$ cat config.mk
export PLATFORM = sky130hd
export DESIGN_NAME = quadrature_step_decoder
export DESIGN_NICKNAME = d
export VERILOG_FILES = /design/src/rtl/quad_pkg.sv /design/src/rtl/quad_transition_decode.sv /design/src/rtl/quadrature_step_decoder.sv
export SDC_FILE = /design/constraint.sdc
export NUM_CORES = 1
export LEC_CHECK = 0
export BUFFER_PORTS_ARGS = -buffer_cell sky130_fd_sc_hd__clkbuf_2
export CORE_UTILIZATION = 40
export DETAILED_ROUTE_END_ITERATION = 10
export HOLD_SLACK_MARGIN = 0.12
export PLACE_DENSITY = 0.71
export REMOVE_ABC_BUFFERS = 1
export SKIP_CTS_REPAIR_TIMING = 1
export SLEW_MARGIN = 20
export SYNTH_ARGS = -nofsm -noshare
export SYNTH_HDL_FRONTEND = slang
export SYNTH_SLANG_ARGS = --single-unit
$ cat constraint.sdc
create_clock -name clk -period 2.4 [get_ports clk]
set_clock_uncertainty 0.15 [all_clocks]
set_input_delay 0.12 -clock clk [delete_from_list [all_inputs] [get_ports clk]]
set_output_delay 0.12 -clock clk [all_outputs]
set_load 0.02 [all_outputs]
$ cat src/rtl/quad_pkg.sv
// Shared encodings for the quadrature step decoder: AB level codes,
// step directions and the transition classes produced by the decoder.
package quad_pkg;

    localparam logic [1:0] AB_00 = 2'b00;
    localparam logic [1:0] AB_10 = 2'b10;
    localparam logic [1:0] AB_11 = 2'b11;
    localparam logic [1:0] AB_01 = 2'b01;

    localparam logic DIR_RIGHT = 1'b0;
    localparam logic DIR_LEFT  = 1'b1;

    typedef enum logic [1:0] {
        T_NONE,
        T_CW,
        T_CCW,
        T_ILLEGAL
    } trans_t;

    // Successor of an AB code when turning right (00->10->11->01->00).
    function automatic logic [1:0] cw_next(input logic [1:0] ab);
        logic [1:0] nxt;
        case (ab)
            AB_00:   nxt = AB_10;
            AB_10:   nxt = AB_11;
            AB_11:   nxt = AB_01;
            default: nxt = AB_00;
        endcase
        return nxt;
    endfunction

endpackage

$ cat src/rtl/quad_transition_decode.sv
// Classifies one AB sample against the previous one as no change,
// a clockwise step, a counter-clockwise step or an illegal double-bit jump.
module quad_transition_decode
    import quad_pkg::*;
(
    input  logic [1:0] prev_ab,
    input  logic [1:0] ab,
    output trans_t     trans
);

    always_comb begin
        trans = T_NONE;
        if (ab == prev_ab) begin
            trans = T_NONE;
        end else if (ab == cw_next(prev_ab)) begin
            trans = T_CW;
        end else if (prev_ab == cw_next(ab)) begin
            trans = T_CCW;
        end else begin
            trans = T_ILLEGAL;
        end
    end

endmodule

$ cat src/rtl/quadrature_step_decoder.sv
// Turns debounced encoder A/B levels into one-cycle detent step events.
// Optional wrap-around position counter is built when QUAD_POSITION_EN is defined.
module quadrature_step_decoder
    import quad_pkg::*;
#(
    parameter int STEPS_PER_DETENT = 4,
    parameter int POS_WIDTH        = 8
) (
    input  logic                 clk,
    input  logic                 rst_n,
    input  logic                 quad_a,
    input  logic                 quad_b,
    output logic                 step_event,
    output logic                 step_left,
    output logic                 quad_error,
    output logic [POS_WIDTH-1:0] position
);

    localparam logic signed [3:0] STEP_POS = 4'(STEPS_PER_DETENT);
    localparam logic signed [3:0] STEP_NEG = -STEP_POS;

    logic [1:0]        ab;
    logic [1:0]        prev_ab;
    logic              primed;
    logic signed [3:0] sub_cnt;
    trans_t            trans;

    logic signed [3:0] sub_cnt_nxt;
    logic signed [3:0] sub_upd;
    logic              step_event_nxt;
    logic              step_left_nxt;
    logic              quad_error_nxt;

    assign ab = {quad_a, quad_b};

    quad_transition_decode u_decode (
        .prev_ab (prev_ab),
        .ab      (ab),
        .trans   (trans)
    );

    // Until primed, the previous sample is meaningless, so nothing is decoded.
    always_comb begin
        sub_cnt_nxt    = sub_cnt;
        sub_upd        = sub_cnt;
        step_event_nxt = 1'b0;
        step_left_nxt  = step_left;
        quad_error_nxt = 1'b0;
        if (primed) begin
            case (trans)
                T_CW: begin
                    sub_upd = sub_cnt + 4'sd1;
                    if (sub_upd == STEP_POS) begin
                        step_event_nxt = 1'b1;
                        step_left_nxt  = DIR_RIGHT;
                        sub_cnt_nxt    = '0;
                    end else begin
                        sub_cnt_nxt = sub_upd;
                    end
                end
                T_CCW: begin
                    sub_upd = sub_cnt - 4'sd1;
                    if (sub_upd == STEP_NEG) begin
                        step_event_nxt = 1'b1;
                        step_left_nxt  = DIR_LEFT;
                        sub_cnt_nxt    = '0;
                    end else begin
                        sub_cnt_nxt = sub_upd;
                    end
                end
                T_ILLEGAL: begin
                    quad_error_nxt = 1'b1;
                    sub_cnt_nxt    = '0;
                end
                default: ;
            endcase
        end
    end

    always_ff @(posedge clk or negedge rst_n) begin
        if (!rst_n) begin
            prev_ab    <= AB_00;
            primed     <= 1'b0;
            sub_cnt    <= '0;
            step_event <= 1'b0;
            step_left  <= 1'b0;
            quad_error <= 1'b0;
        end else begin
            prev_ab    <= ab;
            primed     <= 1'b1;
            sub_cnt    <= sub_cnt_nxt;
            step_event <= step_event_nxt;
            step_left  <= step_left_nxt;
            quad_error <= quad_error_nxt;
        end
    end

`ifdef QUAD_POSITION_EN
    logic [POS_WIDTH-1:0] pos_cnt;

    always_ff @(posedge clk or negedge rst_n) begin
        if (!rst_n) begin
            pos_cnt <= '0;
        end else if (step_event_nxt) begin
            if (step_left_nxt == DIR_LEFT) begin
                pos_cnt <= pos_cnt - POS_WIDTH'(1);
            end else begin
                pos_cnt <= pos_cnt + POS_WIDTH'(1);
            end
        end
    end

    assign position = pos_cnt;
`else
    assign position = '0;
`endif

endmodule

==> impl_results.md, run 1 <==
* Overall die area at 2146 µm²
* Final WS setup at 157.5 ps
* CTS tree: yes
* Synth Instances at 88
* Final setup violation count at 0
* Via count at 608
* Ant diodes at 0
* Most common cell after layout, fill and taps aside: dfrtp_1
* Worst-path clk slew at 70 ps
* Seq cells post-synth at 10
* Slew Limit Fails at 0
* Initial Utilization at 0.4407
* Worst-Skew Late Latency at 270 ps
* Max Cap Viol at 0
* Vias per Instance at 4.984
* Register area share after synthesis at 0.3185
* Most frequent cells in the layout: dfrtp_1 (10), conb_1 (9), ha_1 (7)
* Outcome: finished clean
* Io pins at 15
* Fin Setup TNS at 0 ps
* Total track usage at 0.1522
* Power density cells at 831.4 nW/µm²
* GP Congestion at 0.7880
* Port buffer count at 6
* Vias in the first global route at 523
* CP Data Required Time at 2460 ps
* Routed Antenna Nets at 0
* DIE WIDTH at 46.32 µm
* Post-DP HPWL at 1065 µm
* Largest net degree at the start of global routing at 11
* Fill count at 166
* Final Hold Viols at 0
* VDD IR max at 0.0004335 V
* DR pass1 iterations at 4
* Layout cells sized above 1 at 0.1546
* Setup slack at placement at 188.7 ps
* Footprint of the multi-input gates at 461.7 µm²
* Part of the cycle the worst path needs at 0.9344
* Min Clock Period, post-route at 2242 ps
* P&R area growth vs syn at 9.713%
* Total CTS buffers at 3
* Data arrival time of the worst path at 2300 ps
* Final WL at 1419 µm
* Initial antenna violation count at 0
* Clock Path Buffers at 2
* Syn Std Cell Area at 785.8 µm²
* Count of different cell masters after synthesis at 38
* H-tree depth at 1
* Detailed-route wire length per cell at 11.63 µm
* Die Height at 46.32 µm
* Min-delay worst type: in2async
* Crit Path Class: in2reg
* DRC viols at 0
* Max Clock Freq at 445.9 MHz
* Core area at 1783 µm²
* Register area at 250.2 µm²
* Mean area per synthesized cell at 8.929 µm²
* FP Rows at 15
* Type of origin of the critical path: primary input
* Critical Path Fanout Max at 7
* CTS sink cnt at 10
* Remaining Overflow, GRT at 0
* Static leakage at 0.4091 nW
* First-pass GRT wire length at 2221 µm
* CTS root buffer: clkbuf_4
* Initial detailed-routing violation count at 12
* Crit end category: flip-flop
* Yosys Warn Count at 0
* Layout net count at 109
## kinds of logic (layout without fill, tap and decap cells)
family | count (synthesis) | in the layout | synth area share
AO/OA/AOI/OAI | 21 | 21 | 0.1800
XOR/XNOR | 2 | 2 | 0.02230
adder cells (fa/ha/maj) | 7 | 7 | 0.1115
buffers and inverters | 17 | 19 | 0.1337
flip-flops | 10 | 10 | 0.3185
multiplexers | 3 | 3 | 0.03822
other | 2 | 9 | 0.009558
AND/OR/NAND/NOR | 26 | 26 | 0.1863
## cell usage after synthesis, drive strengths merged
library cell / count / area share
xnor2: 1 / 0.011
and2: 1 / 0.0080
nand2b: 2 / 0.016
or3: 2 / 0.016
ha: 7 / 0.11
nor3b: 2 / 0.025
a21boi: 1 / 0.0096
conb: 2 / 0.0096
nand2: 5 / 0.024
nor2: 5 / 0.027
a21o: 1 / 0.0096
mux2i: 3 / 0.038
o21ai: 5 / 0.032
a21oi: 6 / 0.043
a22o: 1 / 0.011
nand4b: 1 / 0.011
and3: 1 / 0.0080
o21bai: 1 / 0.0096
o21a: 1 / 0.0096
a221o: 1 / 0.013
clkbuf: 1 / 0.0048
nor3: 2 / 0.013
a41oi: 1 / 0.011
o311ai: 1 / 0.011
buf: 10 / 0.10
dfrtp: 10 / 0.32
a31oi: 1 / 0.0080
nand3: 2 / 0.013
xor2: 1 / 0.011
nor2b: 2 / 0.016
nand3b: 1 / 0.0096
inv: 6 / 0.029
a41o: 1 / 0.013
## registers in the layout, indices dropped and copies added, names as in the netlist
| signal | count |
|---|---|
| primed | 1 |
| sub_cnt | 4 |
| step_event | 1 |
| step_left | 1 |
| prev_ab | 2 |
| quad_error | 1 |
## power breakdown
| part | switching [mW] | internal, mW |
|---|---|---|
| clock | 0.0592 | 0.0922 |
| sequential | 0.0778 | 0.203 |
| combinational | 0.153 | 0.132 |
## stage by stage
step           total power [mW]  cell area, µm²  hold slack, ps  std cells  utilization
6_report                 0.7167           862.1           104.6        122       0.4835
5_1_grt                  0.7788           862.1           134.9        122       0.4835
4_1_cts                  0.7178           827.0          -430.3        119       0.4639
3_5_place_dp             0.5603           790.8          -138.3        115       0.4435
3_3_place_gp             0.5451           790.8          -145.6        115       0.4435
2_1_floorplan            0.4904           729.5          -325.6         84            -
## per-layer routing
| metal | wire length, µm | global-route usage | part of all wire |
|---|---|---|---|
| met1 | 699 | 0.2145 | 0.49 |
| met3 | 68 | 0.07059 | 0.048 |
| met5 | 0 | 0 | 0 |
| met2 | 651 | 0.2083 | 0.46 |
| met4 | 0 | 0.03529 | 0 |
## path summary, 6_finish.rpt
kind / start / endpoint / slack (ps) / cells past startpoint
worst max-delay path: quad_a / sub_cnt[3] / 160 / 11
worst min-delay path: rst_n / sub_cnt[3] / 100 / 2
worst max register to register: prev_ab[0] / sub_cnt[3] / 210 / 9
worst min register to register: step_left / step_left / 380 / 2
max in group asynchronous: rst_n / prev_ab[1] / 1780 / 2
min in group clk: step_left / step_left / 380 / 2
## critical path: stages
cell	delay [ps]
dlygate4sd3_1	530
clkbuf_2	140
nor2_2	100
o21ai_0	100
o21ai_1	150
inv_1	100
ha_1	200
nand2b_2	240
or3_1	360
a21boi_1	130
a221o_1	130
## layout make-up
class,instances,area share
clock buffer,4,0.04209
inverter,6,0.02612
multi-input combinational,68,0.5356
sequential,10,0.2903
tap,25,0.03628
timing repair buffer,9,0.06967
Note: power is estimated with default switching activity, not from simulation.
==> inputs of run 2 (changes only) <==
--- a/config.mk
+++ b/config.mk
@@ -11,6 +11,7 @@
 export HOLD_SLACK_MARGIN = 0.12
 export PLACE_DENSITY = 0.71
 export REMOVE_ABC_BUFFERS = 1
+export SETUP_SLACK_MARGIN = 0.3
 export SKIP_CTS_REPAIR_TIMING = 1
 export SLEW_MARGIN = 20
 export SYNTH_ARGS = -nofsm -noshare
==> impl_results.md, run 2 (synthesis results as in run 1) <==
* CTS root buffer: clkbuf_4
* Worst-path clk slew at 70 ps (about the same)
* Worst-Skew Late Latency at 280 ps (about the same)
* Vias per Instance at 4.960 (-0.47%)
* Static leakage at 0.4354 nW (+6.4%)
* Via count at 625 (+2.8%)
* Initial antenna violation count at 0 (unchanged)
* Post-DP HPWL at 1065 µm (unchanged)
* Part of the cycle the worst path needs at 0.8291 (-0.1053)
* P&R area growth vs syn at 17.04%
* Largest regs: sub_cnt (4), prev_ab (2)
* Overall die area at 2146 µm² (unchanged)
* Fin Setup TNS at 0 ps (unchanged)
* First-pass GRT wire length at 2221 µm (unchanged)
* Final Hold Slack at 85.60 ps (-18.98 ps)
* RSZ-0062 raised after global routing: false
* Crit end category: flip-flop
* Max reg flops at 4 (unchanged)
* GP Congestion at 0.7880 (unchanged)
* Largest net degree at the start of global routing at 11 (unchanged)
* CTS tree: yes
* Max Cap Viol at 0 (unchanged)
* Post-route insts no fill at 126 (+3.3%)
* Detailed-route wire length per cell at 11.83 µm (+1.7%)
* FP Rows at 15 (unchanged)
* Initial Utilization at 0.4407 (unchanged)
* Ant diodes at 0 (unchanged)
* R2R cell count at 8 (-1)
* Port buffer count at 6 (unchanged)
* Vias in the first global route at 523 (unchanged)
* H-tree depth at 1 (unchanged)
* Final WL at 1491 µm (+5.1%)
* Layout cells sized above 1 at 0.2376 (+0.08298)
* DIE WIDTH at 46.32 µm (unchanged)
* Total track usage at 0.1522 (unchanged)
* Outcome: finished clean
* Data arrival time of the worst path at 2060 ps (-240 ps)
* Clock Path Buffers at 2 (unchanged)
* DRC viols at 0 (unchanged)
* DR pass1 iterations at 4 (unchanged)
* Min-delay worst type: in2async
* Dpl cells at 115 (unchanged)
* Min Clock Period, post-route at 1990 ps (-252.7 ps)
* Routed Antenna Nets at 0 (unchanged)
* Type of origin of the critical path: flip-flop
* R2R setup slack at 410 ps (+200 ps)
* Crit Reg-Reg Endpoint: sub_cnt[3]
* Most frequent cells in the layout: conb_1 (9), dfrtp_1 (9), inv_1 (6), clkbuf_2 (6)
* Max Clock Freq at 502.6 MHz (+13%)
* Power density cells at 802.8 nW/µm² (-3.4%)
* Top reg by flops: sub_cnt
* Slew Limit Fails at 0 (unchanged)
* Remaining Overflow, GRT at 0 (unchanged)
* Critical Path Fanout Max at 6 (-1)
* CP Data Required Time at 2470 ps (about the same)
* Crit Reg-Reg Startpoint: prev_ab[0]
* Post-Route Utilization at 0.5158 (+0.03228)
* Origin of the worst setup path: prev_ab[0]
* Final setup violation count at 0 (unchanged)
* Crit Path Class: reg2reg
* CP endpoint: sub_cnt[3]
* Total CTS buffers at 3 (unchanged)
* Io pins at 15 (unchanged)
* CTS sink cnt at 10 (unchanged)
* Initial detailed-routing violation count at 8 (-4)
* Die Height at 46.32 µm (unchanged)
* Layout net count at 113 (+3.7%)
* Final Hold Viols at 0 (unchanged)
* Core area at 1783 µm² (unchanged)
* VDD IR max at 0.0004318 V (-0.39%)
-- run 2: report_power, final --
group / internal, mW / leakage (nW) / switching, mW
registers: 0.203 / 0.124 / 0.0805
logic: 0.142 / 0.291 / 0.157
clock network: 0.0924 / 0.0210 / 0.0628
total: 0.438 / 0.435 / 0.301
-- run 2: worst min path at each step --
stage | slack, ps | startpoint | to
floorplan | -330 | rst_n | prev_ab[0]
global placement | -150 | rst_n | sub_cnt[3]
CTS | -430 | rst_n | sub_cnt[3]
finish | 90 | rst_n | sub_cnt[3]
detailed placement | -140 | rst_n | sub_cnt[3]
global route | 130 | rst_n | sub_cnt[3]
-- run 2: cell type report --
class	instances	area (µm²)
timing repair buffer	13	90.09
inverter	6	22.52
sequential	10	251.5
fill	163	863.3
tap	25	31.28
clock buffer	4	36.28
multi-input combinational	68	488.0
-- run 2: critical path, stage by stage (launching register included) --
cell      delay (ps)
dfrtp_2          450
mux2i_1          140
o21ai_2          170
inv_1             90
ha_2             190
nand2b_4         160
or3_1            300
a21boi_1         150
a221o_1          130
-- run 2: metrics by stage --
step	area (µm²)	worst slack, ps	total power [mW]
floorplan	729.5	395.2	0.4904
global placement	790.8	315.2	0.5451
CTS	827.0	168.9	0.7178
finish	919.6	410.2	0.7383
global route	919.6	282.3	0.7966
detailed placement	790.8	188.7	0.5603
-- run 2: layer usage --
layer / vias to the layer above / GRT usage / wire length, µm
met3: 3 / 0.07059 / 51
met1: 286 / 0.2145 / 682
li1: 318 / - / -
met4: 0 / 0.03529 / 17
met2: 18 / 0.2083 / 739
met5: - / 0 / 0
